**config.mk**
```make
export PLATFORM = sky130hd
export DESIGN_NAME = wavelet_row_sequencer
export DESIGN_NICKNAME = d
export VERILOG_FILES = /design/src/rtl/wavelet_row_sequencer_pkg.sv /design/src/rtl/wavelet_row_sequencer.sv
export SDC_FILE = /design/constraint.sdc
export NUM_CORES = 1
export LEC_CHECK = 0
export CAP_MARGIN = 20
export CORE_ASPECT_RATIO = 1.4
export CORE_MARGIN = 2
export CORE_UTILIZATION = 42
export DETAILED_ROUTE_END_ITERATION = 12
export PLACE_DENSITY = 0.76
export SLEW_MARGIN = 25
export SYNTH_ARGS = -nofsm -noshare
export SYNTH_HDL_FRONTEND = slang
export SYNTH_SLANG_ARGS = --single-unit
```
**constraint.sdc**
```tcl
create_clock -name clk -period 1.6 [get_ports clk]
set_input_delay 0.32 -clock clk [delete_from_list [all_inputs] [get_ports clk]]
set_output_delay 0.32 -clock clk [all_outputs]
set_load 0.1 [all_outputs]
```
**src/rtl/wavelet_row_sequencer_pkg.sv**
```systemverilog
`default_nettype none
// ============================================================================
// essentials : tile geometry, row type and sequencer enums
// Rev 1.0
// ============================================================================
package essentials;

   localparam int LENGTH = 8;
   localparam int NIT    = LENGTH / 2;
   localparam int IT_W   = $clog2(NIT) + 1;

   typedef logic [LENGTH-1:0][7:0] row_t;

   typedef enum logic [1:0] {
      FIRST  = 2'd0,
      MIDDLE = 2'd1,
      LAST   = 2'd2
   } iter_flag_e;

   typedef enum logic [2:0] {
      IDLE     = 3'd0,
      FETCH    = 3'd1,
      LAST_CAP = 3'd2,
      FIRE     = 3'd3,
      WAIT_HI  = 3'd4,
      WAIT_LO  = 3'd5,
      DONE     = 3'd6
   } seq_state_e;

   function automatic iter_flag_e flag_for(input logic [IT_W-1:0] k);
      if (k == IT_W'(NIT - 1)) return LAST;
      if (k == '0) return FIRST;
      return MIDDLE;
   endfunction

endpackage
`default_nettype wire

```
**src/rtl/wavelet_row_sequencer.sv**
```systemverilog
`default_nettype none
// ============================================================================
// wavelet_row_sequencer : fetches tile rows and steps block_processor through
// one pass with a start/done handshake and a result timeout
// Rev 1.0
// ============================================================================
module wavelet_row_sequencer
   import essentials::*;
#(
   parameter int ADDR_W  = 8,
   parameter int TIMEOUT = 1024
) (
   input  logic              clk,
   input  logic              resetn,
   input  logic              start,
   input  logic [ADDR_W-1:0] base_addr,
   output logic              busy,
   output logic              done,
   output logic              err,
   output logic              mem_rd,
   output logic [ADDR_W-1:0] mem_addr,
   input  row_t              mem_rdata,
   output logic              bp_en,
   output logic [1:0]        bp_iter_flag,
   output row_t              bp_row_0,
   output row_t              bp_row_1,
   output row_t              bp_row_2,
   input  logic              bp_result
);

   localparam int TMO_W = $clog2(TIMEOUT + 1);

   generate
      if ((LENGTH % 2) != 0 || LENGTH < 4) begin : g_length_check
         $error("LENGTH must be even and >= 4");
      end
   endgenerate

   seq_state_e        state_q, state_d;
   iter_flag_e        flag_q, flag_d, flag_nx;
   logic              busy_q, busy_d, done_q, done_d, err_q, err_d;
   logic              mem_rd_q, mem_rd_d, bp_en_q, bp_en_d, cap_q, cap_d;
   logic [ADDR_W-1:0] addr_q, addr_d;
   logic [1:0]        dst_q, dst_d, cap_dst_q, cap_dst_d, left_q, left_d;
   logic [IT_W-1:0]   it_q, it_d;
   logic [TMO_W-1:0]  tmo_q, tmo_d;
   row_t              row0_q, row0_d, row1_q, row1_d, row2_q, row2_d;

   always_comb begin
      state_d   = state_q;
      flag_d    = flag_q;
      busy_d    = busy_q;
      done_d    = 1'b0;
      err_d     = err_q;
      mem_rd_d  = 1'b0;
      bp_en_d   = 1'b0;
      addr_d    = addr_q;
      dst_d     = dst_q;
      left_d    = left_q;
      it_d      = it_q;
      tmo_d     = tmo_q;
      row0_d    = row0_q;
      row1_d    = row1_q;
      row2_d    = row2_q;
      flag_nx   = flag_for(it_q + IT_W'(1));
      // read data arrives one cycle after its strobe, so steering lags by one
      cap_d     = mem_rd_q;
      cap_dst_d = dst_q;

      if (cap_q) begin
         case (cap_dst_q)
            2'd0:    row0_d = mem_rdata;
            2'd1:    row1_d = mem_rdata;
            default: row2_d = mem_rdata;
         endcase
      end

      case (state_q)
         IDLE: begin
            if (start) begin
               state_d  = FETCH;
               busy_d   = 1'b1;
               err_d    = 1'b0;
               mem_rd_d = 1'b1;
               addr_d   = base_addr;
               dst_d    = 2'd0;
               left_d   = 2'd2;
               it_d     = '0;
               flag_d   = FIRST;
            end
         end
         FETCH: begin
            // every iteration's rows follow the previous read contiguously
            if (left_q != 2'd0) begin
               mem_rd_d = 1'b1;
               addr_d   = addr_q + ADDR_W'(1);
               dst_d    = dst_q + 2'd1;
               left_d   = left_q - 2'd1;
            end else begin
               state_d = LAST_CAP;
            end
         end
         LAST_CAP: begin
            state_d = FIRE;
            bp_en_d = 1'b1;
            tmo_d   = '0;
         end
         FIRE: begin
            state_d = WAIT_HI;
            tmo_d   = tmo_q + TMO_W'(1);
         end
         WAIT_HI: begin
            if (bp_result) begin
               state_d = WAIT_LO;
            end else if (tmo_q >= TMO_W'(TIMEOUT - 1)) begin
               state_d = DONE;
               done_d  = 1'b1;
               busy_d  = 1'b0;
               err_d   = 1'b1;
            end else begin
               tmo_d = tmo_q + TMO_W'(1);
            end
         end
         WAIT_LO: begin
            if (!bp_result) begin
               if (flag_q == LAST) begin
                  state_d = DONE;
                  done_d  = 1'b1;
                  busy_d  = 1'b0;
               end else begin
                  state_d  = FETCH;
                  mem_rd_d = 1'b1;
                  addr_d   = addr_q + ADDR_W'(1);
                  dst_d    = 2'd1;
                  left_d   = (flag_nx == LAST) ? 2'd0 : 2'd1;
                  it_d     = it_q + IT_W'(1);
                  flag_d   = flag_nx;
               end
            end
         end
         DONE:    state_d = IDLE;
         default: state_d = IDLE;
      endcase
   end

   always_ff @(posedge clk or negedge resetn) begin
      if (!resetn) begin
         state_q   <= IDLE;
         flag_q    <= FIRST;
         busy_q    <= 1'b0;
         done_q    <= 1'b0;
         err_q     <= 1'b0;
         mem_rd_q  <= 1'b0;
         bp_en_q   <= 1'b0;
         cap_q     <= 1'b0;
         addr_q    <= '0;
         dst_q     <= '0;
         cap_dst_q <= '0;
         left_q    <= '0;
         it_q      <= '0;
         tmo_q     <= '0;
         row0_q    <= '0;
         row1_q    <= '0;
         row2_q    <= '0;
      end else begin
         state_q   <= state_d;
         flag_q    <= flag_d;
         busy_q    <= busy_d;
         done_q    <= done_d;
         err_q     <= err_d;
         mem_rd_q  <= mem_rd_d;
         bp_en_q   <= bp_en_d;
         cap_q     <= cap_d;
         addr_q    <= addr_d;
         dst_q     <= dst_d;
         cap_dst_q <= cap_dst_d;
         left_q    <= left_d;
         it_q      <= it_d;
         tmo_q     <= tmo_d;
         row0_q    <= row0_d;
         row1_q    <= row1_d;
         row2_q    <= row2_d;
      end
   end

   assign busy         = busy_q;
   assign done         = done_q;
   assign err          = err_q;
   assign mem_rd       = mem_rd_q;
   assign mem_addr     = addr_q;
   assign bp_en        = bp_en_q;
   assign bp_iter_flag = flag_q;
   assign bp_row_0     = row0_q;
   assign bp_row_1     = row1_q;
   assign bp_row_2     = row2_q;

endmodule
`default_nettype wire

```
==> impl_results.md <==
* Outcome: finished, violations left
* Failing checks: setup timing
* GPL Wtd Cong at around 0.85
* CTS Sinks at approximately 230
* HPWL after detailed placement at about 20 mm
* CP endpoint kind: register
* CTS tree: yes
* Core area at about 22,000 sq um
* H-tree Lvls at 1
* Share of layout cells above drive strength 1 at 0.558
* Register area share after synthesis at 0.623
* Distinct cells, synth at 58
* Largest net degree at the start of global routing at 49
* Gr usage total at 0.235
* Post-Synthesis Cells at 637
* Wire length of the first global-routing pass at around 43 mm
* CTS buffer count at 24
* Met3 WL at 1.36 mm
* Fin crit share at 1.10
* Min Tclk post-route at 1.76 ns
* Routed wire length per instance at roughly 21 microns
* Setup ws final at -0.165 ns
* Initial DRC count at 249
* Ant. Diodes at 0
* Net count reported at finish at 1,081
* Top sig layer: met4
* DRC viols at 0
* Synth warn at 0
* Req. time, crit path at between 2 and 2.5 ns
* Total number of vias at 6,804
* Fillcell total at 1,287
* CTS max path bufs at 3
* Clock skew at 0.0167 ns
* DIE WIDTH at 130 microns
* Post-route ant nets at 0
* Die Area at 23,300 sq um
* Clk pin slew, worst setup/hold paths at 0.06 ns
* Setup CP Type: reg2reg
* Worst skew pair latency at around 0.5 ns
* Ys flop type: dfrtp_1
* Initial antenna violation count at 0
* DR pass1 iterations at 4
* Num rows at between 60 and 70
* Max_cap viols at 0
* Mean Syn Cell Area at between 10 and 15 sq um
* FF+latch count, synth at 231
* Final wirelength at around 27 mm
* Setup WS pre-CTS at -0.416 ns
* Area Growth Syn to Fin at 75.0%
* Met2 Wirelength at between 15 and 20 mm
* Port bufs at about 280
* Vias in the first global route at about 7,600
* Avg Vias per Cell at 5.18
* DIE HEIGHT at roughly 180 microns
* Clock Tree Root: clkbuf_16
* Synth async-reset ratio at 1.00
* Synth area leaders: dfrtp_1, mux2_2, buf_2
* Fmax at 567 MHz
* Rel. slew slack at 0.729
* Gr ovfl total at 0
* Initial Util at 0.426
* Setup violations, final at 23
* Crit path DAT at around 2.2 ns
* Final Max Slew Viols at 0
* Startpoint type of the worst setup path: register
* IO Count at ~280
* RSZ-0062 raised after global routing: yes
* Cell taking the most area after synthesis: dfrtp_1
* Fin. Hold Viols at 0
* Wl on met1 at ~9.6 mm
* EDFF count, synth at 0
* Post-synth top area share at 0.623
* Hold WC Path Type: in2async
* Netlist Area Pre-Place at between 9000 and 10,000 sq um
* Actual slew at the worst max-slew pin at between 0.4 and 0.5 ns
* Critical path peak fanout at 6
* Syn Nets at just over 700
per-stage QoR:
| stage | hold WS (ns) | instances | util | area, sq um | setup TNS (ns) |
|---|---|---|---|---|---|
| final | 0.263 | 1313 | 0.746 | 16200 | -2.22 |
| after global routing | 0.269 | 1313 | 0.746 | 16200 | -3.99 |
| after CTS | 0.269 | 1310 | 0.740 | 16100 | -1.67 |
| after detailed placement | 0.221 | 1262 | 0.700 | 15200 | -8.49 |
| after global placement | 0.214 | 1262 | 0.700 | 15200 | -7.44 |
| after floorplan | 0.0244 | 637 | - | 9350 | -0.0547 |
synth_stat cells, types with 2 or more instances:
library cell,number
o21ai_1,6
o32ai_1,2
nor2_1,12
and3_1,2
nand3_1,13
mux2i_1,3
nor3b_2,2
a22o_1,7
a211o_1,8
mux2_2,193
o31a_1,3
nor4_1,2
a22oi_1,4
a2bb2oi_1,2
inv_1,12
a21oi_1,8
ha_1,6
clkbuf_1,11
nor2b_1,4
dfrtp_1,231
nor4b_1,2
o22ai_1,2
buf_2,17
o21ai_0,17
or2_2,2
nand4_1,7
a211oi_1,2
nand2b_1,4
a21o_1,2
or3b_1,2
nor3_1,4
nand3b_1,2
nand2_1,18
what timing repair did:
action,CTS,global route
hold endpoints to repair,25,0
pin swaps,5,12
setup buffers,4,5
hold buffers,1,0
cloned,1,0
setup endpoints to repair,24,39
resized for setup,13,23
layout make-up:
type	count	area [sq um]	share of cell area
Clock buffer	36	707	0.0435
Clock inverter	7	66.3	0.00408
Inverter	13	51.3	0.00316
Multi-Input combinational cell	363	3490	0.215
Sequential cell	231	5810	0.357
Tap cell	297	372	0.0229
Timing Repair Buffer	366	5750	0.354
final timing paths:
check / slack [ns] / startpoint / endpoint / cells past startpoint
setup / recovery: -0.16 / state_q[0]$_DFFE_PN0P_ / tmo_q[4]$_DFFE_PN0P_ / 7
hold / removal: 0.26 / resetn / bp_row_2[4]$_DFFE_PN0P_ / 2
setup reg to reg: -0.16 / state_q[0]$_DFFE_PN0P_ / tmo_q[4]$_DFFE_PN0P_ / 7
hold reg to reg: 0.39 / cap_dst_d[0]$_DFFE_PN0P_ / cap_dst_q[0]$_DFF_PN0_ / 0
max in group asynchronous: 0.74 / resetn / bp_row_2[25]$_DFFE_PN0P_ / 3
min in group clk: 0.39 / cap_dst_d[0]$_DFFE_PN0P_ / cap_dst_q[0]$_DFF_PN0_ / 0
critical path, stage by stage (launching register included):
cell and delay (ns):
dfrtp_1 0.40, buf_6 0.13, or3b_4 0.40, nor4_4 0.17, buf_4 0.17, buf_6 0.12, a211o_1 0.12, a22o_1 0.18
cells by family (layout without fill, tap and decap cells):
| logic type | Yosys count | count (layout) | synth area share |
|---|---|---|---|
| buffers and inverters | 43 | 422 | 0.0209 |
| muxes | 196 | 196 | 0.237 |
| AOI/OAI and AO/OA | 75 | 75 | 0.0574 |
| adders and majority gates | 6 | 6 | 0.00808 |
| xor gates and xnor gates | 2 | 2 | 0.00189 |
| and+or+nand+nor | 84 | 84 | 0.0519 |
| DFF | 231 | 231 | 0.623 |
registers in the layout (all words and copies together) (netlist names):
signal        cells
bp_row_0         64
bp_row_1         64
bp_row_2         64
tmo_q            11
mem_addr          8
it_q              3
state_q           3
bp_iter_flag      2
cap_dst_d         2
cap_dst_q         2
left_q            2
bp_en             1
busy              1
cap_q             1
done              1
err               1
mem_rd            1
cells in the final DEF, fill, tap and decap left out, types with 10 or more instances in the layout:
cell type and instances:
buf_12 222, buf_4 60, clkbuf_16 25, clkdlybuf4s50_1 74
dfrtp_1 221, inv_1 10, mux2_2 192, nand2_1 16
nand3_1 13, nor2_1 12, o21ai_0 16
layer usage:
| layer | global-route usage | vias up |
|---|---|---|
| met2 | 0.447 | 258 |
| met3 | 0.0372 | 51 |
| met1 | 0.260 | 3454 |
| met4 | 0.0766 | 0 |
| li1 | - | 3041 |
| met5 | 0 | - |
Power is not shown: default switching activity piles up to over one toggle a cycle in this logic, so the estimate is an artifact.
